`src/rtl/n64_readcmd_tx.sv`:
```
// N64 console-side command transmitter: serialises an 8-bit command byte
// MSB first plus a stop bit using the 1 us / 3 us low-pulse encoding at 4 MHz.
`timescale 1ns/1ps
module n64_readcmd_tx #(
    parameter int unsigned LOW_SHORT  = 4,
    parameter int unsigned LOW_LONG   = 12,
    parameter int unsigned BIT_CYCLES = 16,
    parameter int unsigned STOP_HIGH  = 8
) (
    input  logic       clk_4M,
    input  logic       rst,
    input  logic       enable,
    input  logic       start,
    input  logic [7:0] cmd,
    output logic       dout,
    output logic       busy,
    output logic       done
);

    typedef enum logic [2:0] {
        StIdle,
        StBitLow,
        StBitHigh,
        StStopLow,
        StStopHigh
    } state_e;

    // Terminal sub_cnt values for each phase (phase lasts end+1 cycles).
    localparam logic [4:0] ShortEnd    = 5'(LOW_SHORT - 1);
    localparam logic [4:0] LongEnd     = 5'(LOW_LONG - 1);
    localparam logic [4:0] HighEndOne  = 5'(BIT_CYCLES - LOW_SHORT - 1);
    localparam logic [4:0] HighEndZero = 5'(BIT_CYCLES - LOW_LONG - 1);
    localparam logic [4:0] StopHighEnd = 5'(STOP_HIGH - 1);

    state_e     state_q, state_d;
    logic [7:0] shift_q, shift_d;
    logic [2:0] bit_cnt_q, bit_cnt_d;
    logic [4:0] sub_cnt_q, sub_cnt_d;
    logic       dout_q, dout_d;
    logic       busy_q, busy_d;
    logic       done_q, done_d;
    logic       cur_one;

    assign cur_one = shift_q[7];
    assign dout    = dout_q;
    assign busy    = busy_q;
    assign done    = done_q;

    // Next-state logic; outputs are derived from the next state so they register cleanly.
    always_comb begin
        state_d   = state_q;
        shift_d   = shift_q;
        bit_cnt_d = bit_cnt_q;
        sub_cnt_d = sub_cnt_q + 5'd1;
        done_d    = 1'b0;

        unique case (state_q)
            StIdle: begin
                sub_cnt_d = 5'd0;
                if (start && enable) begin
                    shift_d   = cmd;
                    bit_cnt_d = 3'd7;
                    state_d   = StBitLow;
                end
            end
            StBitLow: begin
                if (sub_cnt_q == (cur_one ? ShortEnd : LongEnd)) begin
                    sub_cnt_d = 5'd0;
                    state_d   = StBitHigh;
                end
            end
            StBitHigh: begin
                if (sub_cnt_q == (cur_one ? HighEndOne : HighEndZero)) begin
                    sub_cnt_d = 5'd0;
                    if (bit_cnt_q == 3'd0) begin
                        state_d = StStopLow;
                    end else begin
                        bit_cnt_d = bit_cnt_q - 3'd1;
                        shift_d   = {shift_q[6:0], 1'b0};
                        state_d   = StBitLow;
                    end
                end
            end
            StStopLow: begin
                if (sub_cnt_q == ShortEnd) begin
                    sub_cnt_d = 5'd0;
                    state_d   = StStopHigh;
                end
            end
            StStopHigh: begin
                if (sub_cnt_q == StopHighEnd) begin
                    sub_cnt_d = 5'd0;
                    state_d   = StIdle;
                    done_d    = 1'b1;
                end
            end
            default: begin
                sub_cnt_d = 5'd0;
                state_d   = StIdle;
            end
        endcase

        // Dropping enable mid-frame abandons the frame silently.
        if (state_q != StIdle && !enable) begin
            state_d   = StIdle;
            shift_d   = 8'd0;
            bit_cnt_d = 3'd0;
            sub_cnt_d = 5'd0;
            done_d    = 1'b0;
        end

        dout_d = !(state_d == StBitLow || state_d == StStopLow);
        busy_d = (state_d != StIdle);
    end

    // State and output registers; reset releases the line immediately.
    always_ff @(posedge clk_4M or posedge rst) begin
        if (rst) begin
            state_q   <= StIdle;
            shift_q   <= 8'd0;
            bit_cnt_q <= 3'd0;
            sub_cnt_q <= 5'd0;
            dout_q    <= 1'b1;
            busy_q    <= 1'b0;
            done_q    <= 1'b0;
        end else begin
            state_q   <= state_d;
            shift_q   <= shift_d;
            bit_cnt_q <= bit_cnt_d;
            sub_cnt_q <= sub_cnt_d;
            dout_q    <= dout_d;
            busy_q    <= busy_d;
            done_q    <= done_d;
        end
    end

endmodule

```
`config.mk`:
```
export PLATFORM = sky130hd
export DESIGN_NAME = n64_readcmd_tx
export DESIGN_NICKNAME = d
export VERILOG_FILES = /design/src/rtl/n64_readcmd_tx.sv
export SDC_FILE = /design/constraint.sdc
export NUM_CORES = 1
export LEC_CHECK = 0
export ABC_AREA = 1
export ABC_CLOCK_PERIOD_IN_PS = 1450
export CORE_ASPECT_RATIO = 1.75
export CORE_MARGIN = 2
export CORE_UTILIZATION = 40
export DETAILED_ROUTE_END_ITERATION = 6
export PLACE_DENSITY = 0.73
export SKIP_LAST_GASP = 1
export SYNTH_ARGS = -nofsm -noshare
export SYNTH_HDL_FRONTEND = slang
export SYNTH_SLANG_ARGS = --single-unit
```
`constraint.sdc`:
```
create_clock -name clk_4M -period 1.45 [get_ports clk_4M]
set_input_delay 0.29 -clock clk_4M [delete_from_list [all_inputs] [get_ports clk_4M]]
set_output_delay 0.29 -clock clk_4M [all_outputs]
set_load 0.01 [all_outputs]
```
==> reports/qor.yml, run 1 <==
grt_pass1_wl_mm: 4.71
cts_inserted_buffers: 3
peakVddDrop_mv: 0.926
rows: 26
ys_warn_count: 0
placed_area_mm2: 0.00154
cts.path.max_buffers: 2
hpwl_mm: 2.03
crit_path_start_kind: "flip-flop"
highest_layer: "met4"
synth_top_area_share: 0.420
relSlewSlack: 0.763
syn_avg_cell_area_um2: 7.54
end_kind: "flip-flop"
fmax_ghz: 0.666
routed_wl_mm: 3.14
cts_tree: "built"
violations: "setup timing"
grt_util_all_layers: 0.175
seq_area_um2: 552
ys_seq_area_frac: 0.441
vias: 1239
ant_nets: 0
worstPathRequired_ns: 1.67
p_leak_nw: 0.913
utilization: 0.610
synth_area_mm2: 0.00125
multiInputGateArea_um2: 723
synth_cell_type_count: 23
clk_latency_ns: 0.27
start_util: 0.423
synth_area_leader_cell: "dfrtp_1"
fin_cells: 247
rsz0062_at_grt: "yes"
syn_inst: 166
cp.arrival_ns: 1.72
drc: 0
antenna_found_initial: 0
m1WireLength_mm: 1.26
ys_ff_latch: 22
worst_pin_slew_ns: 0.354
finalSetupViolCount: 2
synth_area_leaders: "dfrtp_1, nand2_1, nand3_1"
maxCapViolCount: 0
synth_nets: 181
slew_violations: 0
dieWidth_um: 46.3
setup_ws_ns: -0.0505
fp.dieArea_mm2: 0.00361
wl_met2_mm: 1.71
finish.net_count: 221
dp_cells: 234
setup.worst_path.class: "flip-flop to flip-flop"
viasPerCell: 5.02
io_pins: 15
clock-skew-final_ns: 0.0139
avgRoutedWirePerCell_um: 12.7
num-fill-cells: 244
period_needed_ns: 1.50
hold_viol_final: 0
clock-sinks: 22
drt_iter0_markers: 44
core_area_mm2: 0.00296
hold_path.class: "input port to async pin"
met3_length_um: 57
crit_fanout: 7
cts_max_level: 1
cts.clk_slew.worst_paths_ns: 0.09
drive_gt1_frac: 0.288
first_global_vias: 1164
stdcell_area_mm2: 0.00181
firstDrtPassIters: 4
grt_max_degree: 23
clockRootBuffer: "clkbuf_8"
areaGrowthSynthToFinish_pct: 44.2
die_y_um: 78.0
numPortBuffers: 14
gr-total-overflow: 0
dp_slack_ns: -0.0887
finalWeightedCongestion: 0.795
tns_ns: -0.0849
fin_crit_sh: 1.03
status: "finished, violations left"
antenna_cells: 0
cellPowerDensity_mw_per_mm2: 1460
layer usage:
layer | GRT usage | up-vias
li1 | - | 608
met1 | 0.189 | 601
met2 | 0.313 | 21
met3 | 0.0138 | 9
met4 | 0.0943 | 0
met5 | 0 | -
layout make-up:
class,count,share of cell area
well taps,42,0.0291
multi-input cells,122,0.401
clock buffers,3,0.0229
inverters,21,0.0464
clock inverters,1,0.0166
flip-flops and latches,22,0.306
repair buffers,36,0.179
worst paths after layout:
path,start,endpoint,slack (ns),cells past startpoint
max in group asynchronous,rst,dout,0.82,3
worst min-delay path,rst,shift_q[6],0.35,3
worst max register to register,sub_cnt_q[0],busy,-0.05,7
worst max-delay path,sub_cnt_q[0],busy,-0.05,7
min in group clk_4M,shift_q[4],shift_q[4],0.52,2
worst min register to register,shift_q[4],shift_q[4],0.52,2
layout by cell type, fill, tap and decap left out, drive strengths merged, types with 2 or more instances in the layout:
| master | instances |
|---|---|
| ha | 3 |
| nand4 | 3 |
| nor3 | 7 |
| clkbuf | 3 |
| clkdlybuf4s50 | 12 |
| xor2 | 2 |
| o21ai | 15 |
| nor2 | 22 |
| dfrtp | 21 |
| buf | 22 |
| nand3 | 18 |
| inv | 21 |
| dlygate4sd2 | 2 |
| nand2 | 49 |
sequential cells by signal (all words and copies together), names as in the netlist:
signal / flops
busy: 1
bit_cnt_q: 3
shift_q: 8
done: 1
state_q: 3
dout: 1
sub_cnt_q: 5
cell families (layout without fill, tap and decap cells):
| family | count (synthesis) | count (layout) | share of synthesized area |
|---|---|---|---|
| buffers and inverters | 24 | 61 | 0.0839 |
| AO/OA/AOI/OAI | 16 | 16 | 0.0709 |
| flip-flops | 22 | 22 | 0.441 |
| XOR/XNOR | 3 | 3 | 0.0210 |
| adder cells (fa/ha/maj) | 3 | 3 | 0.0300 |
| AND/OR/NAND/NOR | 98 | 100 | 0.354 |
report_power, final:
part | internal (W) | switching (W) | total, W
clock | 0.000369 | 0.000210 | 0.000579
combinational | 0.000465 | 0.000670 | 0.00113
sequential | 0.000826 | 0.000105 | 0.000931
total | 0.00166 | 0.000984 | 0.00264
worst max-delay path, stage by stage (launching register included):
cell and delay [ns]:
dfrtp_1 0.36, ha_2 0.19, nand2_2 0.06, nor2_4 0.19
nand2_2 0.12, o21ai_0 0.28, nand2_1 0.15, nand3_2 0.10
timing repair:
| item | 4_1_cts | 5_1_grt |
|---|---|---|
| gates resized for setup | 8 | 28 |
| setup endpoints to repair | 11 | 19 |
| cloned | 0 | 2 |
| pin swaps | 5 | 12 |
| hold buffers | 0 | 0 |
| buffers inserted | 2 | 5 |
cell usage after synthesis:
cell type   n
dfrtp_1    21
dfstp_2     1
nand4_1     1
inv_1      19
nand4_4     1
ha_1        3
a31oi_1     1
buf_8       1
nand2_1    47
o21ai_0    13
nor2_1     21
nor2_2      1
buf_2       2
clkinv_2    1
xor2_1      2
nor3_4      1
xnor2_1     1
nand2_4     1
o21ai_2     2
or2_2       1
inv_2       1
nand3_1    18
nor3_1      6
stage by stage:
stage | hold WS, ns | power [W]
after CTS | 0.359 | 0.00247
final | 0.346 | 0.00264
after global routing | 0.414 | 0.00283
after detailed placement | 0.497 | 0.00187
after floorplan | 0.278 | 0.00156
after global placement | 0.497 | 0.00183
No activity file was read; power rests on OpenSTA's default activity.
==> inputs of run 2 (changes only) <==
TNS_END_PERCENT = 30   (was not set)
==> run 2 against run 1 <==
Effect of this change:
- the flow still finishes with violations (setup timing)
- die area stayed put
- utilization increased by 0.55 points
- final area increased by 0.90%
- sequential power increased by 0.5%
- register-to-register slack is essentially flat
- power increased by 2.3%
- worst hold slack is essentially flat
- worst setup slack better by 0.0093 ns
- sequential share of layout area down 0.20 points
- clock power is essentially flat
- clock skew hardly changed
- clock-buffer cell count did not move
- critical path type unchanged
==> reports/qor.yml, run 2 (synthesis results as in run 1) <==
status: "finished, violations left"
violations: "setup timing"
fmax_ghz: 0.671  # +0.62%
end_kind: "flip-flop"
drive_gt1_frac: 0.314  # +0.0259
slew_violations: 0  # unchanged
fp.dieArea_mm2: 0.00361  # unchanged
avgRoutedWirePerCell_um: 13.0  # +1.9%
firstDrtPassIters: 4  # unchanged
rsz0062_at_grt: "yes"
setup_ws_ns: -0.0412  # +0.00925 ns
routed_wl_mm: 3.19  # +1.5%
areaGrowthSynthToFinish_pct: 45.5
setup.worst_path.class: "flip-flop to flip-flop"
r2r_end: "state_q[2]"
num-fill-cells: 237  # -2.9%
relSlewSlack: 0.774  # +0.0107
clk_latency_ns: 0.27  # about the same
grt_max_degree: 23  # unchanged
multiInputGateArea_um2: 752  # +4.0%
cts.path.max_buffers: 2  # unchanged
rows: 26  # unchanged
largest_reg_flops: 8  # unchanged
finish.net_count: 220  # -0.45%
numPortBuffers: 14  # unchanged
cts_inserted_buffers: 3  # unchanged
hold_path.class: "input port to async pin"
reg2regPathDepth: 7  # unchanged
cts_tree: "built"
fin_crit_sh: 1.03  # -0.00638
largest_registers: "shift_q x8, sub_cnt_q x5"
utilization: 0.615  # +0.00549
viasPerCell: 5.02  # about the same
antenna_cells: 0  # unchanged
cellPowerDensity_mw_per_mm2: 1480  # +1.4%
r2r_slack_ns: -0.04  # about the same
hpwl_mm: 2.03  # unchanged
p_leak_nw: 0.907  # -0.72%
crit_path_start_kind: "flip-flop"
worstPathRequired_ns: 1.67  # about the same
start_util: 0.423  # unchanged
seq_area_um2: 553  # +0.23%
clock-skew-final_ns: 0.0137  # -0.000221 ns
final_cell_mix: "nand2_1, dfrtp_1, nor2_1, inv_1, buf_4"
drc: 0  # unchanged
grt_util_all_layers: 0.173  # -0.00269
die_y_um: 78.0  # unchanged
peakVddDrop_mv: 0.979  # +5.7%
hold_viol_final: 0  # unchanged
first_global_vias: 1152  # -1.0%
clock-sinks: 22  # unchanged
gr-total-overflow: 0  # unchanged
drt_iter0_markers: 45  # +2.3%
clockRootBuffer: "clkbuf_8"
io_pins: 15  # unchanged
dieWidth_um: 46.3  # unchanged
cts.clk_slew.worst_paths_ns: 0.09  # about the same
reg2reg_from: "sub_cnt_q[1]"
ant_nets: 0  # unchanged
tns_ns: -0.111  # -0.0257 ns
core_area_mm2: 0.00296  # unchanged
cp.arrival_ns: 1.71  # about the same
grt_pass1_wl_mm: 4.64  # -1.6%
antenna_found_initial: 0  # unchanged
finalSetupViolCount: 4  # +2
vias: 1235  # -0.32%
worst_pin_slew_ns: 0.338  # -0.0160 ns
crit_fanout: 6  # -1
finalWeightedCongestion: 0.795  # unchanged
period_needed_ns: 1.49  # -0.00925 ns
maxCapViolCount: 0  # unchanged
cts_max_level: 1  # unchanged
final_common_cell: "nand2_1"
cts_hold_buf: 0  # unchanged
regMostFlops: "shift_q"
run 2: cell types whose count changed in the layout (fill, tap and decap cells not counted), moves of 2 or more:
| cell | delta |
|---|---|
| buf_4 | -2 |
| buf_6 | +2 |
| nand2_1 | -3 |
| nand2_2 | +2 |
| nand3_1 | -3 |
| nand3_2 | +3 |
| nor2_2 | -2 |
run 2: worst max-delay path by stage:
stage / from / endpoint / slack (ns)
finish: sub_cnt_q[1] / state_q[2] / -0.04
global route: sub_cnt_q[0] / state_q[2] / -0.12
CTS: sub_cnt_q[0] / busy / -0.02
detailed placement: enable / sub_cnt_q[0] / -0.09
global placement: enable / bit_cnt_q[2] / -0.02
floorplan: sub_cnt_q[0] / bit_cnt_q[0] / 0.03
run 2: report_power, final:
part / internal (W) / leakage (nW) / switching [W]
clock: 0.000369 / 0.0357 / 0.000212
sequential: 0.000826 / 0.280 / 0.000110
combinational: 0.000490 / 0.591 / 0.000697
run 2: layout make-up:
class                      count  area share
multi-input combinational    122       0.413
sequential                    22       0.304
timing repair buffer          35       0.171
inverter                      21      0.0446
tap                           42      0.0288
clock buffer                   3      0.0227
clock inverter                 1      0.0165
run 2: metal layers:
| layer | track usage | wire length (um) |
|---|---|---|
| met5 | 0 | 0 |
| met4 | 0.0943 | 136 |
| met3 | 0.0138 | 80 |
| met2 | 0.308 | 1710 |
| met1 | 0.185 | 1270 |
run 2: stage by stage:
| stage | total power [W] | setup WS, ns | hold WS [ns] | std cells | area [um^2] |
|---|---|---|---|---|---|
| after detailed placement | 0.00187 | -0.0887 | 0.497 | 234 | 1540 |
| after floorplan | 0.00156 | 0.0295 | 0.278 | 166 | 1260 |
| after global placement | 0.00183 | -0.0161 | 0.497 | 234 | 1540 |
| final | 0.00270 | -0.0412 | 0.346 | 246 | 1820 |
| after CTS | 0.00245 | -0.0229 | 0.359 | 238 | 1610 |
| after global routing | 0.00288 | -0.123 | 0.411 | 246 | 1820 |
run 2: critical path, cell delays in order, from the launching register on:
cell and delay (ns):
dfrtp_1 0.35, ha_2 0.19, nand2_2 0.06, nor2_4 0.22, nand2_2 0.11, o21ai_0 0.28
nand2_1 0.15, inv_1 0.08
run 2: repair_timing:
action                                  CTS  global route
gates cloned                              0             2
buffers inserted                          0             6
resized for setup                         2            43
endpoints found under the setup margin   11            20
pin swaps                                 1            15
==> inputs of run 3 (changes only) <==
ABC_CLOCK_PERIOD_IN_PS = 1770   (was 1450)
MAX_ROUTING_LAYER = met4   (was not set)
PLACE_DENSITY = 0.7   (was 0.73)
clock period = 1.77 ns   (was 1.45 ns; I/O delays follow)
==> run 3 against run 2 <==
Effect of this change:
- the flow now finishes without violations
- register-to-register slack better by 0.22 ns
- wire length is 17% lower
- clock-buffer cell count rose by 1
- sequential share of layout area increased by 5.9 points
- sequential power shrank 19%
- via count fell by 9.1%
- utilization down 10 points
- critical path depth decreased by 6
- clock power decreased by 37%
- power fell by 32%
- worst hold slack better by 0.076 ns
- die area stayed put
- critical path type is now flip-flop to primary output
- largest cell class unchanged
- highest routed layer unchanged
==> reports/qor.yml, run 3 (synthesis results as in run 1) <==
fin_crit_sh: 0.938
crit_family: "flip-flops"
rows: 26  # unchanged
crit_buf_inv: 1  # unchanged
regMostFlops: "shift_q"
drive_gt1_frac: 0.107  # -0.207
clk_latency_ns: 0.26  # about the same
hpwl_mm: 2.02  # -0.33%
cts_max_level: 1  # unchanged
routed_wl_mm: 2.63  # -17%
dp_cells: 225  # -3.8%
clock-skew-final_ns: 0.00526  # -0.00844 ns
cts_inserted_buffers: 3  # unchanged
maxCapViolCount: 0  # unchanged
finalWeightedCongestion: 0.828  # +4.1%
firstDrtPassIters: 5  # +1
grt_pass1_wl_mm: 4.62  # -0.43%
crit_path_start_kind: "flip-flop"
hold_path.class: "input port to async pin"
worstSetupStartpoint: "dout"
avgRoutedWirePerCell_um: 11.5  # -11%
r2r_slack_ns: 0.18  # +0.22 ns
worst_pin_slew_ns: 0.329  # -0.00804 ns
die_y_um: 78.0  # unchanged
grt_max_degree: 23  # unchanged
cts_resized: 0  # -2
cts.clk_slew.worst_paths_ns: 0.08  # about the same
setup.worst_path.class: "flip-flop to primary output"
relSlewSlack: 0.779  # +0.00450
fmax_ghz: 0.602
drc: 0  # unchanged
slew_violations: 0  # unchanged
start_util: 0.423  # unchanged
reg2reg_from: "sub_cnt_q[0]"
cp.arrival_ns: 1.31  # -0.40 ns
antenna_cells: 0  # unchanged
first_global_vias: 1118  # -3.0%
final_common_cell: "nand2_1"
cts_tree: "built"
dieWidth_um: 46.3  # unchanged
clockRootBuffer: "clkbuf_8"
drt_iter0_markers: 25  # -44%
rsz0062_at_grt: "no"
slowest_delay_ns: 0.52  # +0.17 ns
peakVddDrop_mv: 0.649  # -34%
grt_util_all_layers: 0.173  # +0.000826
fin_cells: 229  # -6.9%
cellPowerDensity_mw_per_mm2: 1210  # -18%
gr-total-overflow: 0  # unchanged
end_kind: "primary output"
finish.net_count: 203  # -7.7%
antenna_found_initial: 0  # unchanged
worstPathRequired_ns: 1.42  # -0.25 ns
largest_registers: "shift_q x8, sub_cnt_q x5"
final_cell_mix: "nand2_1, nor2_1, dfrtp_1, inv_1, nand3_1"
cts_hold_buf: 0  # unchanged
clock-sinks: 22  # unchanged
post-cts-setup-buffer-count: 0  # unchanged
hold_viol_final: 0  # unchanged
cts.path.max_buffers: 2  # unchanged
largest_reg_flops: 8  # unchanged
areaGrowthSynthToFinish_pct: 21.4
viasPerCell: 4.90  # -2.4%
finalSetupViolCount: 0  # -4
core_area_mm2: 0.00296  # unchanged
vias: 1122  # -9.1%
status: "completed"
io_pins: 15  # unchanged
tns_ns: 0  # +0.111 ns
slowest_stage: "dfstp_2"
period_needed_ns: 1.66
num-fill-cells: 286  # +21%
path_cells: "clkdlybuf4s50_1"
numPortBuffers: 14  # unchanged
p_leak_nw: 0.786  # -13%
ant_nets: 0  # unchanged
crit_fanout: 1  # -5
fp.dieArea_mm2: 0.00361  # unchanged
-- run 3: changes by cell type in the layout (fill, tap and decap cells not counted), sizes merged --
cell / before / now
clkbuf: 3 / 4
inv: 21 / 20
clkdlybuf4s50: 13 / 14
nand4: 3 / 2
nand2: 49 / 48
buf: 21 / 6
clkinv: 0 / 1
bufinv: 1 / 0
dlygate4sd2: 1 / 0
-- run 3: where the power goes --
part | internal, W | switching (W)
registers | 0.000677 | 0.0000850
clock network | 0.000198 | 0.000170
logic | 0.000272 | 0.000440
total | 0.00115 | 0.000695
-- run 3: per-layer routing --
layer / vias to the layer above / track usage / wire, um
li1: 567 / - / -
met3: 2 / 0.0230 / 70
met5: - / - / 0
met1: 532 / 0.191 / 1090
met2: 21 / 0.303 / 1450
met4: 0 / 0.0600 / 21
-- run 3: worst paths after layout --
kind | to | cells past startpoint
max | dout | 1
min | shift_q[4] | 3
max reg2reg | bit_cnt_q[1] | 8
max in group asynchronous | dout | 3
min in group clk_4M | sub_cnt_q[0] | 1
min reg2reg | sub_cnt_q[0] | 1
-- run 3: through the flow --
| step | util | power [W] | hold WS, ns | instance area [um^2] | worst slack, ns |
|---|---|---|---|---|---|
| 6_report | 0.514 | 0.00184 | 0.422 | 1520 | 0.110 |
| 2_1_floorplan | - | 0.00128 | 0.342 | 1250 | 0.286 |
| 3_3_place_gp | 0.495 | 0.00146 | 0.462 | 1470 | 0.166 |
| 4_1_cts | 0.514 | 0.00186 | 0.435 | 1520 | 0.105 |
| 5_1_grt | 0.514 | 0.00201 | 0.473 | 1520 | 0.00406 |
| 3_5_place_dp | 0.495 | 0.00149 | 0.468 | 1470 | 0.127 |
-- run 3: tightest hold or removal path: cells and delay by family --
family	cells	cell delay (ns)
buffers and inverters	3	0.72
-- run 3: layout make-up --
class	count	area, um^2	share of cell area
timing repair buffer	20	185	0.122
inverter	21	80.1	0.0527
sequential	22	552	0.363
clock buffer	4	55.1	0.0362
multi-input combinational	120	596	0.392
tap	42	52.6	0.0346
